File: config.mk
export PLATFORM = sky130hd
export DESIGN_NAME = multicycle_control
export DESIGN_NICKNAME = d
export VERILOG_FILES = /design/src/rtl/multicycle_control.sv
export SDC_FILE = /design/constraint.sdc
export NUM_CORES = 1
export LEC_CHECK = 0
export ABC_CLOCK_PERIOD_IN_PS = 2400
export BUFFER_PORTS_ARGS = -buffer_cell sky130_fd_sc_hd__buf_4
export CORE_MARGIN = 10
export CORE_UTILIZATION = 35
export CTS_BUF_LIST = sky130_fd_sc_hd__clkbuf_16
export DETAILED_ROUTE_END_ITERATION = 8
export MAX_ROUTING_LAYER = met4
export PLACE_DENSITY_LB_ADDON = 0.3
export SLEW_MARGIN = 0
export SYNTH_ARGS = -nofsm -noshare
export SYNTH_HDL_FRONTEND = slang
export SYNTH_SLANG_ARGS = --single-unit
File: constraint.sdc
create_clock -name clk -period 2.4 [get_ports clk]
set_input_delay 0.12 -clock clk [delete_from_list [all_inputs] [get_ports clk]]
set_output_delay 0.12 -clock clk [all_outputs]
set_load 0.03 [all_outputs]
File: src/rtl/multicycle_control.sv
// rtl/multicycle_control.sv - multi-cycle MIPS control unit FSM
//
// Purpose: sequences FETCH, DECODE, EXEC, MEM and WB for each instruction
// and drives the per-cycle datapath strobes. Memory accesses wait on
// mem_ready with a MEM_TIMEOUT-cycle limit; stall freezes the FSM.
// Optional feature macro: MULTICYCLE_CONTROL_TRAP_EN (undefined encodings
// trap instead of executing as NOP).
//
// Ports:
//   clk, rst                  clock, synchronous active-high reset
//   opcode, funct             IR[31:26] / IR[5:0], used from DECODE onward
//   mem_ready                 memory completes the current access
//   stall                     freeze state and wait counter, mask writes
//   pc_write, pc_write_cond   PC write / branch write gated by ALU zero
//   branch_ne                 invert the zero condition (BNE)
//   pc_source                 00 ALU, 01 ALUOut, 10 jump target, 11 rs
//   ir_write, i_or_d          IR load / memory address from ALUOut
//   mem_read, mem_write       memory strobes
//   reg_write, reg_dst        register write / dest 00 rt, 01 rd, 10 $31
//   mem_to_reg                00 ALUOut, 01 MDR, 10 PC, 11 imm<<16
//   alu_src_a, alu_src_b      A: 0 PC, 1 rs; B: rt, 4, sext imm, imm<<2
//   alu_op                    0 add, 1 sub, 2 funct, 3 immediate logic
//   shamt_sel                 ALU A takes shamt (SLL/SRL)
//   state                     FETCH 0, DECODE 1, EXEC 2, MEM 3, WB 4, TRAP 5
//   mem_fault, trap           timeout pulse / sticky trap flag

module multicycle_control #(
  parameter int MEM_TIMEOUT  = 16,
  parameter int ALU_OP_WIDTH = 2
) (
  input  logic                    clk,
  input  logic                    rst,
  input  logic [5:0]              opcode,
  input  logic [5:0]              funct,
  input  logic                    mem_ready,
  input  logic                    stall,
  output logic                    pc_write,
  output logic                    pc_write_cond,
  output logic                    branch_ne,
  output logic [1:0]              pc_source,
  output logic                    ir_write,
  output logic                    i_or_d,
  output logic                    mem_read,
  output logic                    mem_write,
  output logic                    reg_write,
  output logic [1:0]              reg_dst,
  output logic [1:0]              mem_to_reg,
  output logic                    alu_src_a,
  output logic [1:0]              alu_src_b,
  output logic [ALU_OP_WIDTH-1:0] alu_op,
  output logic                    shamt_sel,
  output logic [2:0]              state,
  output logic                    mem_fault,
  output logic                    trap
);

  typedef enum logic [2:0] {
    S_FETCH  = 3'd0,
    S_DECODE = 3'd1,
    S_EXEC   = 3'd2,
    S_MEM    = 3'd3,
    S_WB     = 3'd4,
    S_TRAP   = 3'd5
  } state_t;

  localparam logic [5:0] OP_RTYPE = 6'h00;
  localparam logic [5:0] OP_J     = 6'h02;
  localparam logic [5:0] OP_JAL   = 6'h03;
  localparam logic [5:0] OP_BEQ   = 6'h04;
  localparam logic [5:0] OP_BNE   = 6'h05;
  localparam logic [5:0] OP_ADDI  = 6'h08;
  localparam logic [5:0] OP_ANDI  = 6'h0C;
  localparam logic [5:0] OP_ORI   = 6'h0D;
  localparam logic [5:0] OP_XORI  = 6'h0E;
  localparam logic [5:0] OP_LUI   = 6'h0F;
  localparam logic [5:0] OP_LW    = 6'h23;
  localparam logic [5:0] OP_SW    = 6'h2B;

  localparam logic [5:0] FN_SLL  = 6'h00;
  localparam logic [5:0] FN_SRL  = 6'h02;
  localparam logic [5:0] FN_JR   = 6'h08;
  localparam logic [5:0] FN_JALR = 6'h09;

  // Counter only needs to reach MEM_TIMEOUT-1: the cycle that would make it
  // MEM_TIMEOUT is the timeout cycle itself.
  localparam int            CW       = (MEM_TIMEOUT > 1) ? $clog2(MEM_TIMEOUT) : 1;
  localparam logic [CW-1:0] CNT_LAST = CW'(MEM_TIMEOUT - 1);

  state_t        state_q, state_d;
  logic [CW-1:0] cnt_q, cnt_d;
  logic          trap_q, trap_d;

  logic dec_rtype, dec_shift, dec_jr, dec_jalr, dec_j, dec_jal;
  logic dec_branch, dec_bne, dec_addi, dec_logi, dec_lui, dec_lw, dec_sw;
  logic dec_valid;
  logic mem_timeout;
  logic [1:0] alu_op_c;

  // Instruction class decode; opcode/funct come straight from the IR,
  // which is stable once ir_write has fired in FETCH.
  always_comb begin
    dec_rtype  = 1'b0;
    dec_shift  = 1'b0;
    dec_jr     = 1'b0;
    dec_jalr   = 1'b0;
    dec_j      = 1'b0;
    dec_jal    = 1'b0;
    dec_branch = 1'b0;
    dec_bne    = 1'b0;
    dec_addi   = 1'b0;
    dec_logi   = 1'b0;
    dec_lui    = 1'b0;
    dec_lw     = 1'b0;
    dec_sw     = 1'b0;
    case (opcode)
      OP_RTYPE: begin
        case (funct)
          FN_SLL, FN_SRL: begin
            dec_rtype = 1'b1;
            dec_shift = 1'b1;
          end
          FN_JR:   dec_jr   = 1'b1;
          FN_JALR: dec_jalr = 1'b1;
          6'h20, 6'h21, 6'h22, 6'h23, 6'h24, 6'h25, 6'h26, 6'h27,
          6'h2A, 6'h2B: dec_rtype = 1'b1;
          default: ;
        endcase
      end
      OP_J:    dec_j   = 1'b1;
      OP_JAL:  dec_jal = 1'b1;
      OP_BEQ:  dec_branch = 1'b1;
      OP_BNE: begin
        dec_branch = 1'b1;
        dec_bne    = 1'b1;
      end
      OP_ADDI: dec_addi = 1'b1;
      OP_ANDI, OP_ORI, OP_XORI: dec_logi = 1'b1;
      OP_LUI:  dec_lui = 1'b1;
      OP_LW:   dec_lw  = 1'b1;
      OP_SW:   dec_sw  = 1'b1;
      default: ;
    endcase
  end

  assign dec_valid = dec_rtype | dec_jr | dec_jalr | dec_j | dec_jal | dec_branch |
                     dec_addi | dec_logi | dec_lui | dec_lw | dec_sw;

  // Ready is checked first in the memory states, so a ready arriving on
  // the timeout cycle completes the access.
  assign mem_timeout = !mem_ready && (cnt_q == CNT_LAST);

  always_comb begin
    state_d       = state_q;
    cnt_d         = '0;
    trap_d        = trap_q;
    pc_write      = 1'b0;
    pc_write_cond = 1'b0;
    branch_ne     = 1'b0;
    pc_source     = 2'b00;
    ir_write      = 1'b0;
    i_or_d        = 1'b0;
    mem_read      = 1'b0;
    mem_write     = 1'b0;
    reg_write     = 1'b0;
    reg_dst       = 2'b00;
    mem_to_reg    = 2'b00;
    alu_src_a     = 1'b0;
    alu_src_b     = 2'b00;
    alu_op_c      = 2'd0;
    shamt_sel     = 1'b0;
    mem_fault     = 1'b0;
    case (state_q)
      S_FETCH: begin
        mem_read  = 1'b1;
        alu_src_b = 2'b01;
        if (mem_ready) begin
          ir_write = 1'b1;
          pc_write = 1'b1;
          state_d  = S_DECODE;
        end else if (mem_timeout) begin
          mem_fault = 1'b1;
          state_d   = S_FETCH;
        end else begin
          cnt_d = cnt_q + 1'b1;
        end
      end
      S_DECODE: begin
        alu_src_b = 2'b11;
        if (dec_valid) begin
          state_d = S_EXEC;
        end else begin
`ifdef MULTICYCLE_CONTROL_TRAP_EN
          state_d = S_TRAP;
          trap_d  = 1'b1;
`else
          state_d = S_FETCH;
`endif
        end
      end
      S_EXEC: begin
        state_d = S_FETCH;
        if (dec_rtype) begin
          alu_src_a = 1'b1;
          alu_op_c  = 2'd2;
          shamt_sel = dec_shift;
          state_d   = S_WB;
        end else if (dec_jr || dec_jalr) begin
          pc_write  = 1'b1;
          pc_source = 2'b11;
          if (dec_jalr) begin
            reg_write  = 1'b1;
            reg_dst    = 2'b01;
            mem_to_reg = 2'b10;
          end
        end else if (dec_j || dec_jal) begin
          pc_write  = 1'b1;
          pc_source = 2'b10;
          if (dec_jal) begin
            reg_write  = 1'b1;
            reg_dst    = 2'b10;
            mem_to_reg = 2'b10;
          end
        end else if (dec_branch) begin
          alu_src_a     = 1'b1;
          alu_op_c      = 2'd1;
          pc_write_cond = 1'b1;
          pc_source     = 2'b01;
          branch_ne     = dec_bne;
        end else if (dec_addi || dec_lw || dec_sw) begin
          alu_src_a = 1'b1;
          alu_src_b = 2'b10;
          state_d   = dec_addi ? S_WB : S_MEM;
        end else if (dec_logi) begin
          alu_src_a = 1'b1;
          alu_src_b = 2'b10;
          alu_op_c  = 2'd3;
          state_d   = S_WB;
        end else if (dec_lui) begin
          state_d = S_WB;
        end
      end
      S_MEM: begin
        i_or_d    = 1'b1;
        mem_read  = dec_lw;
        mem_write = dec_sw;
        if (mem_ready) begin
          state_d = dec_lw ? S_WB : S_FETCH;
        end else if (mem_timeout) begin
          mem_fault = 1'b1;
          state_d   = S_FETCH;
        end else begin
          cnt_d = cnt_q + 1'b1;
        end
      end
      S_WB: begin
        reg_write = 1'b1;
        state_d   = S_FETCH;
        if (dec_rtype) begin
          reg_dst = 2'b01;
        end else if (dec_lw) begin
          mem_to_reg = 2'b01;
        end else if (dec_lui) begin
          mem_to_reg = 2'b11;
        end
      end
`ifdef MULTICYCLE_CONTROL_TRAP_EN
      S_TRAP: state_d = S_TRAP;
`endif
      default: state_d = S_FETCH;
    endcase

    // Stall outranks ready and timeout: hold everything, mask writes.
    if (stall) begin
      state_d       = state_q;
      cnt_d         = cnt_q;
      trap_d        = trap_q;
      pc_write      = 1'b0;
      pc_write_cond = 1'b0;
      ir_write      = 1'b0;
      mem_write     = 1'b0;
      reg_write     = 1'b0;
      mem_fault     = 1'b0;
    end

    // The current state may be mid-instruction; nothing may escape while
    // the reset is being applied.
    if (rst) begin
      pc_write      = 1'b0;
      pc_write_cond = 1'b0;
      branch_ne     = 1'b0;
      pc_source     = 2'b00;
      ir_write      = 1'b0;
      i_or_d        = 1'b0;
      mem_read      = 1'b0;
      mem_write     = 1'b0;
      reg_write     = 1'b0;
      reg_dst       = 2'b00;
      mem_to_reg    = 2'b00;
      alu_src_a     = 1'b0;
      alu_src_b     = 2'b00;
      alu_op_c      = 2'd0;
      shamt_sel     = 1'b0;
      mem_fault     = 1'b0;
    end
  end

  always_ff @(posedge clk) begin
    if (rst) begin
      state_q <= S_FETCH;
      cnt_q   <= '0;
      trap_q  <= 1'b0;
    end else begin
      state_q <= state_d;
      cnt_q   <= cnt_d;
      trap_q  <= trap_d;
    end
  end

  assign alu_op = ALU_OP_WIDTH'(alu_op_c);
  assign state  = state_q;
  assign trap   = trap_q & ~rst;

endmodule

==> impl_summary.txt <==
----------------------------------------------------
[Status]
  Result of the run ... finished, final reports clean

[Routing]
  Post-DR vias/cell ... 5.81
  DRC Markers ... 0
  Average wire length per cell after detail routing ... 15.3 um
  Final routed wirelength across all metal layers ... 2950 um
  Via total after detailed routing ... around 1,100
  Drt pass-1 iters ... 4
  Antenna viol nets, final ... 0
  Initial detailed-routing violation count ... 117

[Logic synthesis]
  EDFF count, synth ... 0
  Mapped Cells ... 127
  Net count after synthesis ... ~140
  Top cell type's share of synthesized area ... ~16%
  Per-instance average area after synthesis ... 6.74 um^2
  Total standard cell area after synthesis ... 856 um^2
  Cell taking the most area after synthesis ... sky130_fd_sc_hd__dfxtp_1
  Post-synthesis cell type count ... 44
  Synth cell count leaders ... sky130_fd_sc_hd__nand2_1 (13), sky130_fd_sc_hd__a21oi_1 (12), sky130_fd_sc_hd__nor2_1 (10), sky130_fd_sc_hd__dfxtp_1 (7), sky130_fd_sc_hd__nor3_1 (7)
  Cell with the most instances after synthesis ... sky130_fd_sc_hd__nand2_1
  Commonest register cell after synthesis ... sky130_fd_sc_hd__dfxtp_1
  Leading cell types by total area after synthesis ... sky130_fd_sc_hd__dfxtp_1 (16%), sky130_fd_sc_hd__a21oi_1 (7.0%), sky130_fd_sc_hd__nand2_1 (5.7%), sky130_fd_sc_hd__nor2_1 (4.4%), sky130_fd_sc_hd__nor3_1 (4.1%)
  Synthesis warning total ... 0
  Sequential-to-total area share from yosys stat ... 16.4%
  Post-synthesis async set-or-reset flop share ... 0%
  Flip-flop and latch count after synthesis ... 7

[Floorplanning]
  Number of placement rows ... 17
  Top-Level Pins ... 41
  Initial Utilization ... 37.6%
  Overall die area ... 4820 um^2
  Overall die height ... 69.5 um
  Die X ... 69.5 um
  Area of the core ... between 2000 and 2500 um^2

[Timing]
  Setup TNS ... 0 ns
  Max-slew violation total from the final report ... 0
  Hold violation count in the final report ... 0
  Final setup vio count ... 0
  Unrepaired setup endpoints after global routing ... no
  Least setup slack across all paths after layout ... 0.444 ns
  Fmax ... 511 MHz
  Final Cycle Share ... 81.5%
  Shortest clock period the worst path allows after layout ... between 1.5 and 2 ns
  Clock tree skew after final layout ... 0.0000819 ns

[Pwr]
  VDD IR-drop max ... 0.487 mV
  PwrDens ... 408 nW/um^2
  Power consumption ... 0.000508 W
  Cell leakage power ... 0.512 nW

[Clocking]
  CTS Buffer Depth ... 2
  Worst-Skew Late Latency ... 0.23 ns
  CTS-repair resized insts ... 0
  Buffer cell driving the clock tree root ... sky130_fd_sc_hd__clkbuf_16
  TritonCTS Buffers ... 3
  Reg clk slew, reported paths ... 0.04 ns
  Post-CTS Hold Buffers ... 0
  Number of H-tree branching levels ... 1
  Clock net sink count ... 7
  Count of buffers added by post-CTS timing repair for setup ... 0
  Clock tree from TritonCTS ... built

[Critical path]
  Endpoint class of the critical path ... output pin
  Crit path launch type ... input port
  Flop2flop setup slack ... 0.78 ns
  Crit path arrival time ... 1.84 ns
  Critical Path Slowest Stage Cell ... sky130_fd_sc_hd__or4_4
  Kind of critical path ... input port to output pin
  Largest stage delay on the critical path ... 0.55 ns
  CP required ... 2.28 ns
  Cell-by-cell trace of the critical path ... buf_4 -> or4_4 -> or3_1 -> or2_1 -> o22ai_1 -> and2b_1 -> buf_4
  Maximum net fanout on the critical path ... 5
  Most prevalent standard cell on the critical path ... sky130_fd_sc_hd__buf_4
  Timing startpoint of the critical path ... opcode[2]
  Critical R2R Launch ... state[1]$_SDFFE_PP0N_

[Hold path]
  Worst Hold Class ... input port to flop
  Startpoint of the most critical hold path ... rst

[Placement]
  Routability-driven placement congestion ratio ... 0.942
  Placed Area ... 1170 um^2
  Post-placement worst setup slack ... 0.464 ns
  Final HPWL DP ... between 2000 and 2500 um
  I/O Buffers ... 39

[Global route]
  Initial antenna violation count ... 0
  Wire length of the first global-routing pass ... 4780 um
  All-layer global routing usage ... 11.6%
  Global route overflow ... 0
  Vias in the first global route ... ~1,000
  Maximum number of pins on one net before global-route repair ... 17

[Cells and area]
  Number of antenna diodes ... 0
  Fraction of layout cells with a size suffix above 1 ... a little under 30%
  Area growth from synthesis to final layout ... 45.5%
  Number of nets in the final layout ... 182
  Post-route standard cell area excluding fillers ... 1240 um^2

[Run]
  MaxCap Viol Count ... 0

----------------------------------------------------
[critical path: cells and delay by family]
kind / cells / cell delay, ns
AO/OA/AOI/OAI: 1 / 0.10
buffers and inverters: 2 / 0.29
AND/OR/NAND/NOR: 4 / 1.33
[sequential cells by signal (all words and copies together) (netlist names)]
name,count
cnt_q,4
state,3
[where the power goes]
group,total (W),internal (W),switching [W]
combinational,0.000109,0.0000457,0.0000635
sequential,0.000124,0.000120,0.00000451
clock,0.000275,0.000216,0.0000590
[per-stage QoR]
step                cells  utilization, %  hold slack, ns
global placement      188            51.2           0.411
finish                192            54.7           0.183
global route          192            54.7           0.198
floorplan             127               -           0.192
detailed placement    188            51.2           0.416
CTS                   192            54.7           0.179
[cells by family (layout without fill, tap and decap cells)]
logic type,count (synthesis),after routing,synth area share (%)
muxes,1,1,1.17
other,1,1,0.438
AOI/OAI and AO/OA,32,32,24.1
DFF,7,7,16.4
adders and majority gates,2,2,2.63
buffers and inverters,10,47,4.97
and+or+nand+nor,73,73,49.3
xor gates and xnor gates,1,1,1.02
[metal layers]
metal	part of all wire, %	up-vias	GRT usage [%]	wire length (um)
met5	0	-	-	0
met4	1.4	0	3.77	40
met3	6.3	4	3.85	186
met2	45	44	17.7	1330
met1	47	516	13.8	1390
li1	-	551	-	-
[final timing paths]
check	cells past startpoint	end
worst max-delay path	7	reg_dst[0]
worst min-delay path	2	cnt_q[3]$_SDFFE_PP0N_
worst max register to register	4	cnt_q[2]$_SDFFE_PP0N_
worst min register to register	2	cnt_q[1]$_SDFFE_PP0N_
[placed cells by master, fill, tap and decap left out, drive strengths merged, types with 2 or more instances in the layout]
cell type / instances
and2b: 2
or2: 3
o21a: 3
clkbuf: 3
nor3: 8
dfxtp: 7
nand3b: 2
o32ai: 2
a211oi: 2
inv: 4
nor4: 2
nand3: 4
or4b: 2
or3: 3
nor2b: 3
o22ai: 2
o41ai: 2
buf: 40
nand2b: 4
and3: 5
o21ai: 4
nand2: 13
nor2: 10
a21oi: 12
nand4: 2
nor4b: 3
or4: 4
[area by class of cell]
class,instances,area (um^2)
Multi-Input combinational cell,110,679
Tap cell,28,35.0
Clock inverter,1,3.75
Inverter,3,11.3
Sequential cell,7,140
Fill cell,215,1030
Clock buffer,3,75.1
Timing Repair Buffer,40,300
No activity file was read; power rests on OpenSTA's default activity.
